## src/rtl/div_seq_param.sv

```systemverilog
// Restoring radix-2 sequential divider: one quotient bit per clock.
// Unsigned or two's-complement (quotient truncated toward zero).
// Reports divide-by-zero and signed overflow, and pulses done when the result is ready.
module div_seq_param #(
  parameter int WIDTH  = 16,
  parameter bit SIGNED = 1'b0
) (
  input  logic             clk,
  input  logic             rst_n,
  input  logic [WIDTH-1:0] a,
  input  logic [WIDTH-1:0] b,
  input  logic             start,
  output logic [WIDTH-1:0] quot,
  output logic [WIDTH-1:0] rem,
  output logic             ready,
  output logic             done,
  output logic             div_zero,
  output logic             ovf
);

  localparam int CW = $clog2(WIDTH + 1);
  localparam logic [WIDTH-1:0] MIN_V = {1'b1, {(WIDTH-1){1'b0}}};

  typedef enum logic [1:0] {IDLE, CALC, FIX} state_e;

  state_e state_q, state_d;

  logic [CW-1:0]    cnt_q;
  logic [WIDTH-1:0] dvd_q;       // dividend shifting out, quotient bits shifting in
  logic [WIDTH-1:0] acc_q;       // partial remainder
  logic [WIDTH-1:0] dvs_q;       // divisor magnitude
  logic [WIDTH-1:0] a_q;         // raw dividend, returned as remainder on b=0
  logic             negq_q;      // quotient needs negation
  logic             negr_q;      // remainder needs negation
  logic             zero_q;
  logic             ovfp_q;
  logic             fix_ph_q;    // 0: sign fix-up, 1: publish result
  logic [WIDTH-1:0] quot_s_q, rem_s_q;
  logic [WIDTH-1:0] quot_q, rem_q;
  logic             done_q, div_zero_q, ovf_q;

  function automatic logic [WIDTH-1:0] twos_neg(input logic [WIDTH-1:0] v);
    return ~v + WIDTH'(1);
  endfunction

  logic             a_neg, b_neg, min_m1;
  logic [WIDTH-1:0] a_mag, b_mag;
  logic [WIDTH:0]   shifted, trial;
  logic             ge;
  logic [WIDTH-1:0] acc_nxt, dvd_nxt, fq, fr;

  // Operand conditioning and one restoring-division step
  always_comb begin
    a_neg   = SIGNED && a[WIDTH-1];
    b_neg   = SIGNED && b[WIDTH-1];
    a_mag   = a_neg ? twos_neg(a) : a;
    b_mag   = b_neg ? twos_neg(b) : b;
    min_m1  = SIGNED && (a == MIN_V) && (b == '1);
    shifted = {acc_q, dvd_q[WIDTH-1]};
    trial   = shifted - {1'b0, dvs_q};
    ge      = (shifted >= {1'b0, dvs_q});
    acc_nxt = ge ? trial[WIDTH-1:0] : shifted[WIDTH-1:0];
    dvd_nxt = {dvd_q[WIDTH-2:0], ge};
    if (zero_q) begin
      fq = '1;
      fr = a_q;
    end else begin
      fq = negq_q ? twos_neg(dvd_q) : dvd_q;
      fr = negr_q ? twos_neg(acc_q) : acc_q;
    end
  end

  // State register
  always_ff @(posedge clk or negedge rst_n) begin
    if (!rst_n) state_q <= IDLE;
    else        state_q <= state_d;
  end

  // Next-state logic
  always_comb begin
    state_d = state_q;
    unique case (state_q)
      IDLE: if (start) state_d = (b == '0) ? FIX : CALC;
      CALC: if (cnt_q == CW'(1)) state_d = FIX;
      FIX:  if (fix_ph_q) state_d = IDLE;
      default: state_d = IDLE;
    endcase
  end

  // Output decode
  always_comb begin
    ready    = (state_q == IDLE);
    done     = done_q;
    quot     = quot_q;
    rem      = rem_q;
    div_zero = div_zero_q;
    ovf      = ovf_q;
  end

  // Datapath: latch on accept, iterate in CALC, fix signs then publish in FIX
  always_ff @(posedge clk or negedge rst_n) begin
    if (!rst_n) begin
      cnt_q      <= '0;
      dvd_q      <= '0;
      acc_q      <= '0;
      dvs_q      <= '0;
      a_q        <= '0;
      negq_q     <= 1'b0;
      negr_q     <= 1'b0;
      zero_q     <= 1'b0;
      ovfp_q     <= 1'b0;
      fix_ph_q   <= 1'b0;
      quot_s_q   <= '0;
      rem_s_q    <= '0;
      quot_q     <= '0;
      rem_q      <= '0;
      done_q     <= 1'b0;
      div_zero_q <= 1'b0;
      ovf_q      <= 1'b0;
    end else begin
      done_q <= 1'b0;
      unique case (state_q)
        IDLE: begin
          if (start) begin
            a_q        <= a;
            dvd_q      <= a_mag;
            dvs_q      <= b_mag;
            acc_q      <= '0;
            cnt_q      <= CW'(WIDTH);
            negq_q     <= a_neg ^ b_neg;
            negr_q     <= a_neg;
            zero_q     <= (b == '0);
            ovfp_q     <= min_m1;
            fix_ph_q   <= 1'b0;
            div_zero_q <= 1'b0;
            ovf_q      <= 1'b0;
          end
        end
        CALC: begin
          acc_q <= acc_nxt;
          dvd_q <= dvd_nxt;
          cnt_q <= cnt_q - CW'(1);
        end
        FIX: begin
          if (!fix_ph_q) begin
            quot_s_q <= fq;
            rem_s_q  <= fr;
            fix_ph_q <= 1'b1;
          end else begin
            quot_q     <= quot_s_q;
            rem_q      <= rem_s_q;
            div_zero_q <= zero_q;
            ovf_q      <= ovfp_q;
            done_q     <= 1'b1;
            fix_ph_q   <= 1'b0;
          end
        end
        default: ;
      endcase
    end
  end

endmodule

```

## config.mk

```make
export PLATFORM = sky130hd
export DESIGN_NAME = div_seq_param
export DESIGN_NICKNAME = d
export VERILOG_FILES = /design/src/rtl/div_seq_param.sv
export SDC_FILE = /design/constraint.sdc
export NUM_CORES = 1
export LEC_CHECK = 0
export ABC_AREA = 1
export CORE_UTILIZATION = 52
export DETAILED_ROUTE_END_ITERATION = 10
export GPL_ROUTABILITY_DRIVEN = 0
export PLACE_DENSITY = 0.86
export SLEW_MARGIN = 20
export SYNTH_ARGS = -nofsm -noshare
export SYNTH_HDL_FRONTEND = slang
export SYNTH_SLANG_ARGS = --single-unit
```

## constraint.sdc

```tcl
create_clock -name clk -period 1.8 [get_ports clk]
set_clock_uncertainty 0.1 [all_clocks]
set_input_delay 0.36 -clock clk [delete_from_list [all_inputs] [get_ports clk]]
set_output_delay 0.36 -clock clk [all_outputs]
set_load 0.01 [all_outputs]
```

Word-level counts from Yosys, hierarchy flattened:

Cells that the tools add are included.

* bits in registers: 140
* bits in latches: 0
* RAM bits: 0
* bits in read-only memories: 0
* input bits: 35
* output and inout bits: 36
* logic and storage cells: 59
* memories kept: 0

* add/subtract/negate cells: 2
* multipliers: 0
* divide/modulo/power cells: 0
* $lt $le $gt $ge: 1
* eq/ne operators: 6
* shift-type cells: 0
* muxes and demuxes: 23
* bitwise logic cells: 1
* reduce and logical (&&, ||, !) cells: 11

Operators with widths (count)
* two-way mux 16 bit: 5
* one-hot mux 16 bit (2 select lines): 2
* >= comparator 17 x 16 -> 1 bit: 1
* zero test 16 bit: 1
* subtractor 16 bit: 1
* one-hot mux 5 bit (2 select lines): 1
* AND reduction 2 bit: 5
* two-way mux 2 bit: 4
* two-way mux 1 bit: 6
* inequality test 2 bit, second input constant: 3
* one-hot mux 1 bit (2 select lines): 3
* one-hot mux 2 bit (3 select lines): 1
* AND reduction 3 bit: 2
* == test 5 x 1 -> 1 bit, second input constant: 1
* two-way mux 5 bit: 1
* subtractor 5 x 1 -> 5 bit, second input constant: 1
* nonzero test 2 bit: 2
* == test 2 x 1 -> 1 bit, second input constant: 1
* == test 2 bit, second input constant: 1
* zero test 2 bit: 1
* NOT 1 bit: 1

Longest topological paths before layout:

Gate-level depths: netlist of the first run.

* depth in word-level cells: 4
* depth in mapped cells: 14
* mapped depth without buffers: 14

Worst setup path after synthesis of the first run:

OpenSTA, ideal clock, no wires.

* kind: reg-to-reg
* from: reg acc_q[11]
* to: reg dvd_q[0]
* library setup time: 0.131 ns
* arrival time: 1.646 ns
* data required time: 1.569 ns
* slack: -0.077 ns
* stages on the path, launching flop included: 13
* path buffers: 1
* period minus slack after synthesis: 1.877 ns
* cells stage by stage: dfrtp_1 -> ha_1 -> nand2_1 -> inv_1 -> nand2_1 -> nand2_1 -> nand2_1 -> nand2_2 -> nor2_4 -> nand2_8 -> nor2_8 -> buf_12 -> o22ai_2

* cells in the longest elaborated chain, start to end: 2

RTL lines
* start: declaration: RTL line 30 `logic [WIDTH-1:0] acc_q;`
* start signal: assignment: RTL line 140 `acc_q <= acc_nxt;`
* >= comparator 17 x 16 -> 1 bit: RTL line 61 `ge = (shifted >= {1'b0, dvs_q});`
* one-hot mux 16 bit (2 select lines): RTL line 122 `unique case (state_q)`
* end signal: assignment: RTL line 126 `dvd_q <= a_mag;`
* end signal: assignment: RTL line 141 `dvd_q <= dvd_nxt;`
* end: declaration: RTL line 29 `logic [WIDTH-1:0] dvd_q;`

Every way passes these cells.
A chain may end at the register's enable or synchronous reset.

Worst setup path after layout of the first run:

* from: reg dvd_q[15]
* to: reg acc_q[6]

* cells in the longest elaborated chain, start to end: 3
* elaborated cells between the ends (all ways): 4
* those cells by class: add/sub (1); order compare (1); mux (2)

RTL lines
* subtractor 16 bit or >= comparator 17 x 16 -> 1 bit (tied branches): RTL line 60, 61
* two-way mux 16 bit *: RTL line 62 `acc_nxt = ge ? trial[WIDTH-1:0] : shifted[WIDTH-1:0];`
* one-hot mux 16 bit (2 select lines) *: RTL line 122

Mark *: on every way between the ends. The rest lies on a longest branch, timed or not.

==> results of run 1 <==
report_power, final:
group	internal, mW	switching [mW]	leakage, nW	total (mW)
clock	2.41	1.41	0.306	3.82
combinational	5.51	7.38	3.12	12.9
sequential	4.63	0.952	1.74	5.58
cell usage after synthesis (2+ instances only):
master,n
buf_1,2
nor2_1,44
nor2_4,4
nor4_1,5
nand2_2,13
xor2_1,5
o211ai_1,17
inv_1,104
nand4_1,4
o31ai_1,14
nor2_2,3
a21oi_1,9
o21ai_1,7
nand3_1,37
ha_1,18
clkbuf_1,21
nor3_1,2
o21ai_0,79
a31oi_1,2
inv_2,7
buf_2,8
nand2_1,284
nand3b_2,2
dfrtp_1,139
clkinv_1,2
nand3_2,13
worst max-delay path, cell delays in order (launching register included):
cell     delay (ps)
dfrtp_1         400
inv_2            60
ha_2            200
fa_2            360
inv_2            90
nand2_1          80
nand3_2         140
xor2_1          350
nand3_2         180
nand3_2         100
state kept, by name (all words and copies together), names as in the netlist, 5 cells and up:
signal	flops
a_q	16
quot	16
dvd_q	16
rem	16
cnt_q	5
quot_s_q	16
acc_q	16
dvs_q	16
rem_s_q	16
cell type report:
| type | count | area, um^2 | area share |
|---|---|---|---|
| clock buffers | 20 | 457 | 0.0465 |
| clock inverters | 12 | 185 | 0.0189 |
| inverters | 113 | 430 | 0.0438 |
| multi-input cells | 579 | 3460 | 0.352 |
| flip-flops and latches | 139 | 3490 | 0.355 |
| well taps | 176 | 220 | 0.0224 |
| repair buffers | 166 | 1580 | 0.161 |
routing by layer:
| metal | share of wire | wire length [um] | up-vias |
|---|---|---|---|
| met5 | 0 | 0 | - |
| met4 | 0.056 | 1160 | 0 |
| li1 | - | - | 3067 |
| met1 | 0.39 | 8160 | 3186 |
| met3 | 0.069 | 1440 | 101 |
| met2 | 0.48 | 9990 | 369 |
per-stage QoR:
step	power (mW)	TNS, ps	area (um^2)	std cells	utilization
after detailed placement	16.0	-3250	8650	1156	0.655
after global placement	15.4	-1800	8650	1156	0.655
after CTS	20.7	-1380	9520	1200	0.722
after floorplan	11.9	-20.1	7190	864	-
final	22.3	-3060	9820	1205	0.744
after global routing	23.6	-4290	9820	1205	0.744
cell families after synthesis:
family,Yosys count
compound gates,135
xor+xnor,6
fa+ha+maj,19
buf+inv,148
flops,139
other cells,1
simple gates,416
worst max path at each step:
stage / startpoint / end / cells after the start
4_1_cts: acc_q[1]$_DFFE_PN0P_ / acc_q[8]$_DFFE_PN0P_ / 12
3_5_place_dp: dvs_q[3]$_DFFE_PN0P_ / acc_q[2]$_DFFE_PN0P_ / 13
2_1_floorplan: acc_q[11]$_DFFE_PN0P_ / dvd_q[0]$_DFFE_PN0P_ / 12
6_report: dvd_q[15]$_DFFE_PN0P_ / acc_q[6]$_DFFE_PN0P_ / 9
5_1_grt: dvd_q[15]$_DFFE_PN0P_ / acc_q[6]$_DFFE_PN0P_ / 9
3_3_place_gp: dvs_q[8]$_DFFE_PN0P_ / acc_q[9]$_DFFE_PN0P_ / 13
what timing repair did:
item,4_1_cts,5_1_grt
endpoints found under the hold margin,32,0
gates cloned,2,0
pin swaps,26,40
hold buffers,1,0
gates resized for setup,43,85
setup buffers,9,5
endpoints found under the setup margin,20,89
==> results.json, run 1 <==
{
  "status": "finished with violations",
  "violations": "negative setup slack",
  "antenna_found_initial": 0,
  "grt_usage": 0.293,
  "cts.clk_slew.worst_paths_ps": 60,
  "viasPerCell": 5.58,
  "r2r_end": "acc_q[6]$_DFFE_PN0P_",
  "via_count": 6723,
  "core_um2": 13200,
  "rsz0062_at_grt": "true",
  "max-cap-violations": 0,
  "fill_cells": 802,
  "mostFrequentLayoutCell": "nand2_1",
  "fmax_mhz": 470,
  "power_density_nw_per_um2": 2270,
  "cts_tree": "yes",
  "cts_sinks": 139,
  "seq_area_frac_synth": 0.497,
  "crit_type": "reg -> reg",
  "synth_area_per_cell_um2": 8.10,
  "die-width_um": 118,
  "synth-adder-area-share": 0.0350,
  "hold_violations": 0,
  "cts_made_buffers": 17,
  "wirelength_mm": 20.8,
  "drtPass1Iterations": 6,
  "grt_use_met2": 0.483,
  "crit_path_start_kind": "flop",
  "fin_crit_ps": 2130,
  "grt_pass1_wl_mm": 31.5,
  "post-dp-hpwl_mm": 12.4,
  "synth_edf_count": 0,
  "portBuffers": 69,
  "core.rowCount": 42,
  "grt-busiest-layer": "met2",
  "synth_top_area_cell": "dfrtp_1",
  "vdd_ir_drop_max_mv": 1.12,
  "htreeDepth": 4,
  "end_kind": "flop",
  "max_slew_margin": 0.645,
  "ios": 71,
  "final_nets": 1070,
  "crit_path_max_fanout": 3,
  "synth_cell_types": 45,
  "drive_gt1_frac": 0.272,
  "clockRootBuffer": "clkbuf_16",
  "period_share": 1.18,
  "synth_flop_cell": "dfrtp_1",
  "drt-wirelength-per-cell_um": 17.2,
  "clk_latency_ps": 440,
  "drc": 0,
  "r2r.worst_path.cells": 9,
  "synth_mux_area_frac": 0,
  "cp.required_ps": 2080,
  "die_area_um2": 13900,
  "synthCells": 864,
  "ys_seq_elements": 139,
  "grt_use_met1": 0.369,
  "setup_slack_ps": -328,
  "grt_max_degree": 51,
  "synth_top_area_frac": 0.497,
  "synth_area_leaders": "dfrtp_1, nand2_1, o21ai_0, inv_1, ha_1",
  "clock_tree.buffer_depth": 2,
  "critPathArrivalTime_ps": 2400,
  "setup_violations": 18,
  "hold_class": "in -> async",
  "tightestPinTransition_ps": 529,
  "synth_compound_area_frac": 0.111,
  "antenna_left": 0,
  "final_max_slew_viol_count": 0,
  "syn-num-nets": 918,
  "start_util": 0.531,
  "dp_worst_setup_slack_ps": -234,
  "grt_pass1_vias": 6320,
  "synthSimpleGateAreaFrac": 0.263,
  "whs_ps": 291,
  "leakagePower_nw": 5.16,
  "final_cell_mix": "nand2_1, dfrtp_1, inv_1",
  "area_growth_syn_to_layout_pct": 40.2,
  "synth_top_family_by_area": "simple AND/OR/NAND/NOR gates",
  "antenna_cells": 0,
  "synthesis.area_um2": 7000,
  "yosys_warnings": 0,
  "use_met3": 0.0543,
  "die_h_um": 118,
  "reg2reg_setup_slack_ps": -330,
  "async_reset_ff_frac": 1.00,
  "r2r_start": "dvd_q[15]$_DFFE_PN0P_",
  "synth_xor_area_frac": 0.00751,
  "gr-total-overflow": 0,
  "first_iter_violations": 750
}
No activity file was read; power rests on OpenSTA's default activity.
==> run 2: changes to the inputs <==
- ABC_AREA: 1 -> unset
- CORE_UTILIZATION: 52 -> 51
- PLACE_DENSITY: 0.86 -> 0.85
==> run 2 against run 1 <==
Effect of this change: the flow still finishes with violations (negative setup slack); largest power group unchanged; sequential power down 2%; highest routed layer unchanged; die area shrank 3.9%; utilization decreased by 2.2 points; critical endpoint is now acc_q[1]$_DFFE_PN0P_; wire length is 17% lower; count of clock-buffer cells in the layout grew 1; clock power shrank 15%; non-clock buffer count is 14 higher; sequential share of layout area increased by 2.6 points; global-route usage is 1.1 points lower.
==> results.json, run 2 <==
{
  "clk_latency_ps": 420,
  "ys_seq_elements": 139,
  "end_kind": "flop",
  "core_um2": 12600,
  "vdd_ir_drop_max_mv": 0.937,
  "gr-total-overflow": 0,
  "yosys_warnings": 0,
  "setup_slack_ps": -399,
  "synthTopCellsByCount": "nand2_1, dfrtp_1, nor2_1, a21oi_1, o21ai_1",
  "die-width_um": 116,
  "core.rowCount": 41,
  "synth_top_area_cell": "dfrtp_1",
  "synthCells": 714,
  "sw_frac_of_total": 0.384,
  "power_density_nw_per_um2": 1910,
  "post-dp-hpwl_mm": 11.3,
  "hold_class": "in -> async",
  "synthesis.area_um2": 6590,
  "cts_sinks": 139,
  "antenna_cells": 0,
  "max-cap-violations": 0,
  "synth_area_per_cell_um2": 9.23,
  "yosys.cell_count.top_type": "nand2_1",
  "switchingPower_mw": 6.68,
  "portBuffers": 69,
  "violations": "negative setup slack",
  "grt_usage": 0.282,
  "final_cell_mix": "nand2_1, dfrtp_1, buf_4",
  "die_h_um": 116,
  "period_share": 1.22,
  "area_growth_syn_to_layout_pct": 38.4,
  "crit_path_max_fanout": 11,
  "seq_area_frac_synth": 0.528,
  "clock_tree.buffer_depth": 2,
  "tightestPinTransition_ps": 557,
  "final_nets": 926,
  "drtPass1Iterations": 5,
  "cts_tree": "yes",
  "fin_crit_ps": 2200,
  "setup_violations": 17,
  "place_inst": 1019,
  "p_int_mw": 10.7,
  "synth_top_area_frac": 0.528,
  "wirelength_mm": 17.2,
  "reg2reg_setup_slack_ps": -400,
  "grt_max_degree": 65,
  "grt_pass1_wl_mm": 28.2,
  "synth_area_leaders": "dfrtp_1, nand2_1, mux2i_1, a21oi_1, ha_1",
  "p_clk_frac": 0.186,
  "via_count": 5761,
  "hold_violations": 0,
  "ios": 71,
  "leakagePower_nw": 4.58,
  "first_iter_violations": 455,
  "critPathArrivalTime_ps": 2420,
  "cts.clk_slew.worst_paths_ps": 60,
  "rsz0062_at_grt": "true",
  "whs_ps": 339,
  "grt_pass1_vias": 5738,
  "clockRootBuffer": "clkbuf_16",
  "stdcell_count": 1057,
  "viasPerCell": 5.45,
  "synth_cell_types": 57,
  "crit_path_start_kind": "flop",
  "seq_power_share": 0.313,
  "antenna_found_initial": 0,
  "p_comb_frac": 0.501,
  "drt-wirelength-per-cell_um": 16.2,
  "cp.required_ps": 2020,
  "fin_area_um2": 9120,
  "antenna_left": 0,
  "htreeDepth": 4,
  "placed_area_um2": 8310,
  "async_reset_ff_frac": 1.00,
  "drive_gt1_frac": 0.209,
  "drc": 0,
  "final_max_slew_viol_count": 0,
  "cts_made_buffers": 17,
  "synth_edf_count": 0,
  "status": "finished with violations",
  "syn-num-nets": 768,
  "fmax_mhz": 455,
  "synth_flop_cell": "dfrtp_1",
  "die_area_um2": 13400,
  "start_util": 0.522,
  "crit_type": "reg -> reg",
  "max_slew_margin": 0.629,
  "mostFrequentLayoutCell": "nand2_1"
}
[run 2: cell types whose count changed after synthesis, sizes merged, moves of 9 or more]
| cell | previous run | this run |
|---|---|---|
| o31ai | 14 | 1 |
| nand3 | 50 | 10 |
| o21ai | 86 | 53 |
| nand2 | 299 | 203 |
| xnor2 | 1 | 10 |
| inv | 111 | 23 |
| a21oi | 10 | 45 |
| mux2i | 0 | 35 |
| o211ai | 17 | 1 |
[run 2: routing by layer]
| layer | vias up | track usage | part of all wire |
|---|---|---|---|
| met1 | 2750 | 0.353 | 0.42 |
| li1 | 2725 | - | - |
| met2 | 232 | 0.464 | 0.48 |
| met5 | - | 0 | 0 |
| met4 | 0 | 0.144 | 0.035 |
| met3 | 54 | 0.0601 | 0.060 |
[run 2: logic make-up after synthesis]
| group | Yosys count | share of synthesized area |
|---|---|---|
| fa+ha+maj | 19 | 0.0372 |
| compound gates | 136 | 0.128 |
| flops | 139 | 0.528 |
| simple gates | 304 | 0.190 |
| other cells | 1 | 0.000569 |
| mux | 35 | 0.0531 |
| xor+xnor | 16 | 0.0213 |
| buf+inv | 64 | 0.0427 |
[run 2: path summary, 6_finish.rpt]
kind | endpoint | cells past startpoint | startpoint
hold reg to reg | quot[11]$_DFFE_PN0P_ | 2 | quot[11]$_DFFE_PN0P_
max in group asynchronous | quot[7]$_DFFE_PN0P_ | 3 | rst_n
hold / removal | state_q[0]$_DFFE_PN0P_ | 2 | rst_n
min in group clk | quot[11]$_DFFE_PN0P_ | 2 | quot[11]$_DFFE_PN0P_
setup reg to reg | acc_q[1]$_DFFE_PN0P_ | 10 | dvs_q[14]$_DFFE_PN0P_
setup / recovery | acc_q[1]$_DFFE_PN0P_ | 10 | dvs_q[14]$_DFFE_PN0P_
[run 2: layout make-up]
cell class / instances / area [um^2]
fill: 846 / 3500
sequential: 139 / 3480
multi-input combinational: 511 / 3100
timing repair buffer: 180 / 1700
clock buffer: 21 / 450
tap: 172 / 215
clock inverter: 11 / 97.6
inverter: 23 / 86.3
[run 2: power by group through the flow]
stage               clock network [mW]  registers, mW  logic [mW]
CTS                               3.26           5.42        8.62
global placement                     0           5.34        7.68
detailed placement                   0           5.42        7.97
floorplan                            0           5.39        4.57
global route                      3.42           5.59        9.55
finish                            3.24           5.45        8.72
[run 2: metrics by stage]
| step | utilization | power [mW] | TNS (ps) | worst slack [ps] |
|---|---|---|---|---|
| after global placement | 0.659 | 13.0 | -5370 | -351 |
| after detailed placement | 0.659 | 13.4 | -6630 | -425 |
| after floorplan | - | 9.96 | -4520 | -291 |
| after global routing | 0.723 | 18.6 | -7910 | -521 |
| after CTS | 0.717 | 17.3 | -5670 | -378 |
| final | 0.723 | 17.4 | -5960 | -399 |
[run 2: worst max-delay path, stage by stage (launching register included)]
cell and delay, ps:
dfrtp_1 370, inv_2 80, ha_4 200, a21o_1 160, a211o_1 290, a211oi_2 240
o2bb2ai_4 170, buf_12 160, buf_4 130, nand3_2 90, o311ai_2 100
[run 2: timing repair]
| action | CTS | global route |
|---|---|---|
| resized for setup | 28 | 26 |
| hold buffers | 1 | 0 |
| pin swaps | 15 | 0 |
| endpoints found under the hold margin | 41 | 0 |
| endpoints found under the setup margin | 19 | 44 |
| buffers inserted | 5 | 0 |
==> run 3: changes to the inputs <==
- TNS_END_PERCENT: unset -> 100
==> results of run 3 <==
Same layout as run 2: the final DEF is identical, and so are final timing and power.
